==> config.mk <==
export PLATFORM = sky130hd
export DESIGN_NAME = chacha20_block_sched_flat
export DESIGN_NICKNAME = d
export VERILOG_FILES = /design/src/rtl/chacha20_block_sched_if.sv /design/src/rtl/chacha20_block_sched.sv /design/src/flat_wrapper.sv
export SDC_FILE = /design/constraint.sdc
export NUM_CORES = 1
export LEC_CHECK = 0
export CAP_MARGIN = 20
export CORE_UTILIZATION = 58
export DETAILED_ROUTE_END_ITERATION = 8
export GPL_ROUTABILITY_DRIVEN = 1
export HOLD_SLACK_MARGIN = 0.06
export PLACE_DENSITY = 0.86
export SETUP_SLACK_MARGIN = 0.02
export SLEW_MARGIN = 20
export SYNTH_ARGS = -nofsm -noshare
export SYNTH_HDL_FRONTEND = slang
export SYNTH_SLANG_ARGS = --single-unit
==> constraint.sdc <==
create_clock -name clk -period 7.4 [get_ports clk]
set_input_delay 1.48 -clock clk [delete_from_list [all_inputs] [get_ports clk]]
set_output_delay 1.48 -clock clk [all_outputs]
set_load 0.005 [all_outputs]
==> src/rtl/chacha20_block_sched_if.sv <==
// Job, core and keystream handshake bundle for the ChaCha20 block scheduler.
interface chacha20_block_sched_if #(
  parameter int unsigned CNT_W  = 32,
  parameter int unsigned NBLK_W = 16
);
  logic              cfg_valid;
  logic              cfg_ready;
  logic [CNT_W-1:0]  cfg_counter;
  logic [NBLK_W-1:0] cfg_nblocks;
  logic              abort;
  logic              core_start;
  logic [CNT_W-1:0]  core_counter;
  logic              core_done;
  logic              ks_valid;
  logic              ks_ready;
  logic              ks_last;
  logic              busy;
  logic [NBLK_W-1:0] blocks_done;
  logic              err_overflow;
  logic              err_timeout;

  // Job source, block core and downstream consumer seen as one driver.
  modport master (
    output cfg_valid, cfg_counter, cfg_nblocks, abort, core_done, ks_ready,
    input  cfg_ready, core_start, core_counter, ks_valid, ks_last, busy,
           blocks_done, err_overflow, err_timeout
  );

  modport slave (
    input  cfg_valid, cfg_counter, cfg_nblocks, abort, core_done, ks_ready,
    output cfg_ready, core_start, core_counter, ks_valid, ks_last, busy,
           blocks_done, err_overflow, err_timeout
  );
endinterface

==> src/rtl/chacha20_block_sched.sv <==
// Issues one block-function run per keystream block of a job, hands each finished
// block downstream, and flags counter overflow, missing core_done and aborts.
module chacha20_block_sched #(
  parameter int unsigned CNT_W   = 32,
  parameter int unsigned NBLK_W  = 16,
  parameter int unsigned TIMEOUT = 64
) (
  input logic                   clk,
  input logic                   rst,
  chacha20_block_sched_if.slave bus
);
  localparam int unsigned TMO_W = $clog2(TIMEOUT + 1);
  localparam int unsigned CW1   = CNT_W + 1;

  typedef enum logic [2:0] {S_IDLE, S_START, S_WAIT, S_OUT, S_DRAIN} state_t;

  state_t            state_q;
  logic              cfg_ready_q;
  logic              core_start_q;
  logic [CNT_W-1:0]  core_counter_q;
  logic              ks_valid_q;
  logic              ks_last_q;
  logic              busy_q;
  logic [NBLK_W-1:0] blocks_done_q;
  logic              err_overflow_q;
  logic              err_timeout_q;
  logic [NBLK_W-1:0] remaining_q;
  logic [TMO_W-1:0]  tmo_q;

  logic [CNT_W:0]    last_cnt_c;
  logic              tmo_hit_c;

  // Counter of the final block, one bit wider so a wrap shows up in the MSB.
  assign last_cnt_c = CW1'(bus.cfg_counter) + CW1'(bus.cfg_nblocks) - CW1'(1);
  // tmo_q counts cycles since the core_start cycle.
  assign tmo_hit_c  = (tmo_q >= TMO_W'(TIMEOUT - 1));

  always_ff @(posedge clk or posedge rst) begin
    if (rst) begin
      state_q        <= S_IDLE;
      cfg_ready_q    <= 1'b1;
      core_start_q   <= 1'b0;
      core_counter_q <= '0;
      ks_valid_q     <= 1'b0;
      ks_last_q      <= 1'b0;
      busy_q         <= 1'b0;
      blocks_done_q  <= '0;
      err_overflow_q <= 1'b0;
      err_timeout_q  <= 1'b0;
      remaining_q    <= '0;
      tmo_q          <= '0;
    end else begin
      core_start_q <= 1'b0;
      unique case (state_q)
        S_IDLE: begin
          if (bus.cfg_valid) begin
            err_overflow_q <= 1'b0;
            err_timeout_q  <= 1'b0;
            blocks_done_q  <= '0;
            if (bus.cfg_nblocks != '0) begin
              if (last_cnt_c[CNT_W]) begin
                err_overflow_q <= 1'b1;
              end else begin
                core_counter_q <= bus.cfg_counter;
                remaining_q    <= bus.cfg_nblocks;
                core_start_q   <= 1'b1;
                cfg_ready_q    <= 1'b0;
                busy_q         <= 1'b1;
                state_q        <= S_START;
              end
            end
          end
        end
        S_START: begin
          tmo_q <= TMO_W'(1);
          if (bus.abort) begin
            state_q     <= S_IDLE;
            cfg_ready_q <= 1'b1;
            busy_q      <= 1'b0;
          end else begin
            state_q <= S_WAIT;
          end
        end
        S_WAIT: begin
          tmo_q <= tmo_q + TMO_W'(1);
          if (bus.abort) begin
            state_q <= S_DRAIN;
          end else if (bus.core_done) begin
            ks_valid_q <= 1'b1;
            ks_last_q  <= (remaining_q == NBLK_W'(1));
            state_q    <= S_OUT;
          end else if (tmo_hit_c) begin
            err_timeout_q <= 1'b1;
            cfg_ready_q   <= 1'b1;
            busy_q        <= 1'b0;
            state_q       <= S_IDLE;
          end
        end
        S_OUT: begin
          if (bus.abort) begin
            ks_valid_q  <= 1'b0;
            ks_last_q   <= 1'b0;
            cfg_ready_q <= 1'b1;
            busy_q      <= 1'b0;
            state_q     <= S_IDLE;
          end else if (bus.ks_ready) begin
            ks_valid_q    <= 1'b0;
            ks_last_q     <= 1'b0;
            blocks_done_q <= blocks_done_q + NBLK_W'(1);
            remaining_q   <= remaining_q - NBLK_W'(1);
            if (remaining_q == NBLK_W'(1)) begin
              cfg_ready_q <= 1'b1;
              busy_q      <= 1'b0;
              state_q     <= S_IDLE;
            end else begin
              core_counter_q <= core_counter_q + CNT_W'(1);
              core_start_q   <= 1'b1;
              state_q        <= S_START;
            end
          end
        end
        S_DRAIN: begin
          tmo_q <= tmo_q + TMO_W'(1);
          // Let the in-flight block finish so the core is idle before the next job.
          if (bus.core_done || tmo_hit_c) begin
            err_timeout_q <= err_timeout_q | ~bus.core_done;
            cfg_ready_q   <= 1'b1;
            busy_q        <= 1'b0;
            state_q       <= S_IDLE;
          end
        end
        default: begin
          state_q <= S_IDLE;
        end
      endcase
    end
  end

  assign bus.cfg_ready    = cfg_ready_q;
  assign bus.core_start   = core_start_q;
  assign bus.core_counter = core_counter_q;
  assign bus.ks_valid     = ks_valid_q;
  assign bus.ks_last      = ks_last_q;
  assign bus.busy         = busy_q;
  assign bus.blocks_done  = blocks_done_q;
  assign bus.err_overflow = err_overflow_q;
  assign bus.err_timeout  = err_timeout_q;
endmodule
==> src/flat_wrapper.sv <==
// flat-port wrapper written by rule: the top's interface ports become plain ports
module chacha20_block_sched_flat 
#(
  parameter int unsigned CNT_W   = 32,
  parameter int unsigned NBLK_W  = 16,
  parameter int unsigned TIMEOUT = 64
)
  (clk, rst, bus_cfg_valid, bus_cfg_counter, bus_cfg_nblocks, bus_abort, bus_core_done, bus_ks_ready, bus_cfg_ready, bus_core_start, bus_core_counter, bus_ks_valid, bus_ks_last, bus_busy, bus_blocks_done, bus_err_overflow, bus_err_timeout);
  chacha20_block_sched_if #(.CNT_W(CNT_W), .NBLK_W(NBLK_W)) bus_i ();
  input logic clk;
  input logic rst;
  input wire logic [$bits(bus_i.cfg_valid)-1:0] bus_cfg_valid;
  input wire logic [$bits(bus_i.cfg_counter)-1:0] bus_cfg_counter;
  input wire logic [$bits(bus_i.cfg_nblocks)-1:0] bus_cfg_nblocks;
  input wire logic [$bits(bus_i.abort)-1:0] bus_abort;
  input wire logic [$bits(bus_i.core_done)-1:0] bus_core_done;
  input wire logic [$bits(bus_i.ks_ready)-1:0] bus_ks_ready;
  output wire logic [$bits(bus_i.cfg_ready)-1:0] bus_cfg_ready;
  output wire logic [$bits(bus_i.core_start)-1:0] bus_core_start;
  output wire logic [$bits(bus_i.core_counter)-1:0] bus_core_counter;
  output wire logic [$bits(bus_i.ks_valid)-1:0] bus_ks_valid;
  output wire logic [$bits(bus_i.ks_last)-1:0] bus_ks_last;
  output wire logic [$bits(bus_i.busy)-1:0] bus_busy;
  output wire logic [$bits(bus_i.blocks_done)-1:0] bus_blocks_done;
  output wire logic [$bits(bus_i.err_overflow)-1:0] bus_err_overflow;
  output wire logic [$bits(bus_i.err_timeout)-1:0] bus_err_timeout;
  assign bus_i.cfg_valid = bus_cfg_valid;
  assign bus_i.cfg_counter = bus_cfg_counter;
  assign bus_i.cfg_nblocks = bus_cfg_nblocks;
  assign bus_i.abort = bus_abort;
  assign bus_i.core_done = bus_core_done;
  assign bus_i.ks_ready = bus_ks_ready;
  assign bus_cfg_ready = bus_i.cfg_ready;
  assign bus_core_start = bus_i.core_start;
  assign bus_core_counter = bus_i.core_counter;
  assign bus_ks_valid = bus_i.ks_valid;
  assign bus_ks_last = bus_i.ks_last;
  assign bus_busy = bus_i.busy;
  assign bus_blocks_done = bus_i.blocks_done;
  assign bus_err_overflow = bus_i.err_overflow;
  assign bus_err_timeout = bus_i.err_timeout;
  chacha20_block_sched #(.CNT_W(CNT_W), .NBLK_W(NBLK_W), .TIMEOUT(TIMEOUT)) u_core (.clk(clk), .rst(rst), .bus(bus_i));
endmodule
==> results.md <==
* Clock sink total at just over 80
* Netlist cell types at 57
* Fin Setup TNS at 0 ns
* First-pass GRT wire length at 27,300 um
* Layout cell share with drive strength beyond 1 at 0.0425
* Average size of a mapped cell at 7.74 um^2
* IO Count at between 100 and 150
* Placed Cells incl. Taps at just under 1k
* Pin count of the biggest net entering global routing at 82
* DRT Pass-1 Iters at 5
* Vias per cell at 6.18
* Yosys reg bits at 81
* Startpoint Class: primary input
* Max Slew Vio Count at 0
* Drt first-iter violations at ~460
* Clock transition at path regs at 0.08 ns
* Via Count at between 6k and 7k
* Final #Nets at 970
* Worst rel slew slack at 0.510
* Slew @ Worst Pin at 0.734 ns
* P_leak at 0.00320 uW
* Drt wl/cell at ~16 um
* Num CTS Buffers at 9
* Initial antenna violation count at 0
* Util after Layout at 0.719
* Max Clock Skew at 0.0127 ns
* Register area share after synthesis at 0.334
* Starting Density at 0.594
* Vias in the first global route at 5,945
* Hold buffers post-CTS at 0
* Fin crit share at 0.646
* # DRC at 0
* Syn nets at a little under 900
* Height of the die at roughly 100 um
* Tmin final at between 4 and 5 ns
* # diodes at 0
* Pwr Density at 308 nW/um^2
* Layout Cells excl Fill at about 1.0k
* Clock Tree Root: clkbuf_8
* Area grow syn2layout at 21.0%
* TritonCTS clock tree: built
* Gpl congestion at 0.896
* Standard-cell row count at 37
* Routed WL at between 15,000 and 20,000 um
* CP Class: primary input to flip-flop
* Die area at 10,900 um^2
* RSZ-0062 raised after global routing: false
* R2R cell count at 10
* Post-cts sizing count at 0
* Critical Path AT at 5.02 ns
* HP Class: flip-flop to flip-flop
* Post-Synthesis Cells at 786
* Fmax at 0.209 GHz
* CP endpoint kind: flip-flop
* Ys flop type: dfrtp_1
* Status: completed
* CTS H-tree lvls at 3
* Total track usage at 0.304
* Post-CTS Setup Bufs at 0
* IO Port Bufs at 108
* Max clock buf depth at 2
* Worst vdd ir at 0.254 mV
* Hpwl dp at 11,800 um
* Die width at 104 um
* Core area at 10,200 um^2
* Final setup viols at 0
* Remaining Overflow, GRT at 0
* Worst EP required at 7.64 ns
* EDFF count, synth at 0
* Synthesized area at 6080 um^2
* Worst-path fanout max at 54
* Warnings, synthesis at 0
* Hold depth at 2
* Fin Hold WS at just under 0.5 ns
* Max cap viols at 0
* Antenna Nets Post-Route at 0
* Clock Latency Late Sink at around 0.36 ns
* Final Hold Vio Count at 0
* Ys async rst share at 1.00
==> area by class of cell <==
type | count | area (um^2)
clock buffer | 10 | 128
multi-input combinational | 566 | 3460
timing repair buffer | 113 | 1120
sequential | 81 | 2030
fill | 789 | 2870
tap | 136 | 170
inverter | 95 | 358
clock inverter | 6 | 92.6
==> registers in the layout, indices dropped and copies added, names as in the netlist <==
signal and cells:
u_core.bus.blocks_done 16, u_core.bus.busy 1, u_core.bus.cfg_ready 1, u_core.bus.core_counter 32, u_core.bus.core_start 1, u_core.bus.err_overflow 1
u_core.bus.err_timeout 1, u_core.bus.ks_last 1, u_core.bus.ks_valid 1, u_core.remaining_q 16, u_core.state_q 3, u_core.tmo_q 7
==> final timing paths <==
| check | from | end | slack, ns |
|---|---|---|---|
| max in group asynchronous | rst | u_core.bus.core_counter[11] | 5.27 |
| max reg2reg | u_core.state_q[2] | u_core.remaining_q[2] | 3.73 |
| min | u_core.bus.err_overflow | u_core.bus.err_overflow | 0.48 |
| min in group asynchronous | rst | u_core.bus.blocks_done[13] | 1.63 |
| max | bus_cfg_counter[31] | u_core.remaining_q[2] | 2.62 |
| min reg2reg | u_core.bus.err_overflow | u_core.bus.err_overflow | 0.48 |
==> cell usage in the layout, fill, tap and decap left out, types with 5 or more instances in the layout <==
master / count
or2_2: 5
a21o_1: 5
xor2_1: 8
dfrtp_1: 80
nand4_1: 21
nor3_1: 14
a22o_1: 6
o31ai_1: 6
clkbuf_8: 9
clkdlybuf4s50_1: 108
ha_1: 50
o21ai_0: 60
nand3_1: 30
a31oi_1: 19
a2bb2oi_1: 10
nor2_1: 54
or3_1: 9
o22ai_1: 18
nor4_1: 7
and3_1: 12
a21oi_1: 105
nand2_1: 75
inv_1: 91
==> where the power goes <==
part / switching [uW] / internal (uW) / total, uW
clock network: 172 / 191 / 363
registers: 221 / 609 / 830
logic: 562 / 508 / 1070
total: 955 / 1310 / 2260
==> cells by family after synthesis <==
group	Yosys count	synth area share
fa+ha+maj	50	0.103
xor+xnor	11	0.0158
buf+inv	139	0.0986
flops	81	0.334
compound gates	251	0.242
simple gates	249	0.199
mux	5	0.00844
==> worst max-delay path: stages <==
cell and delay [ns]:
clkdlybuf4s50_1 0.57, inv_1 0.09, ha_1 0.33, nand4_1 0.17, nor4_1 0.49, nand4_1 0.14, a21oi_1 0.23, mux2_2 0.37
nand2_2 0.20, buf_4 0.51, o21ai_0 0.18, a22o_1 0.26
==> layer usage <==
layer | part of all wire | global-route usage | up-vias
li1 | - | - | 2938
met1 | 0.42 | 0.404 | 2895
met2 | 0.48 | 0.500 | 343
met3 | 0.077 | 0.0432 | 44
met4 | 0.022 | 0.118 | 0
met5 | 0 | 0 | -
==> cell usage after synthesis (all sizes together) (5+ instances only) <==
library cell	count	area, um^2
nand2	77	294
nand3	30	150
xor2	8	70.1
ha	50	626
a21oi	106	534
buf	26	175
inv	93	349
a21o	5	37.5
nor2	54	203
dfrtp	80	2000
nand4	21	131
or2	5	31.3
and3	12	75.1
or3	9	56.3
nor3	16	85.1
a31oi	19	119
o21ai	60	300
a22o	6	52.6
clkbuf	18	67.6
o22ai	19	125
o31ai	6	45.0
nor4	7	43.8
a2bb2oi	10	87.6
==> metrics by stage <==
step | area (um^2) | worst slack [ns] | power [uW]
after floorplan | 6080 | 3.71 | 1500
after global placement | 7130 | 2.43 | 1820
after detailed placement | 7130 | 2.33 | 1870
after CTS | 7350 | 2.67 | 2240
after global routing | 7360 | 2.43 | 2420
final | 7360 | 2.62 | 2260
Power figures use the tool's default switching activity.
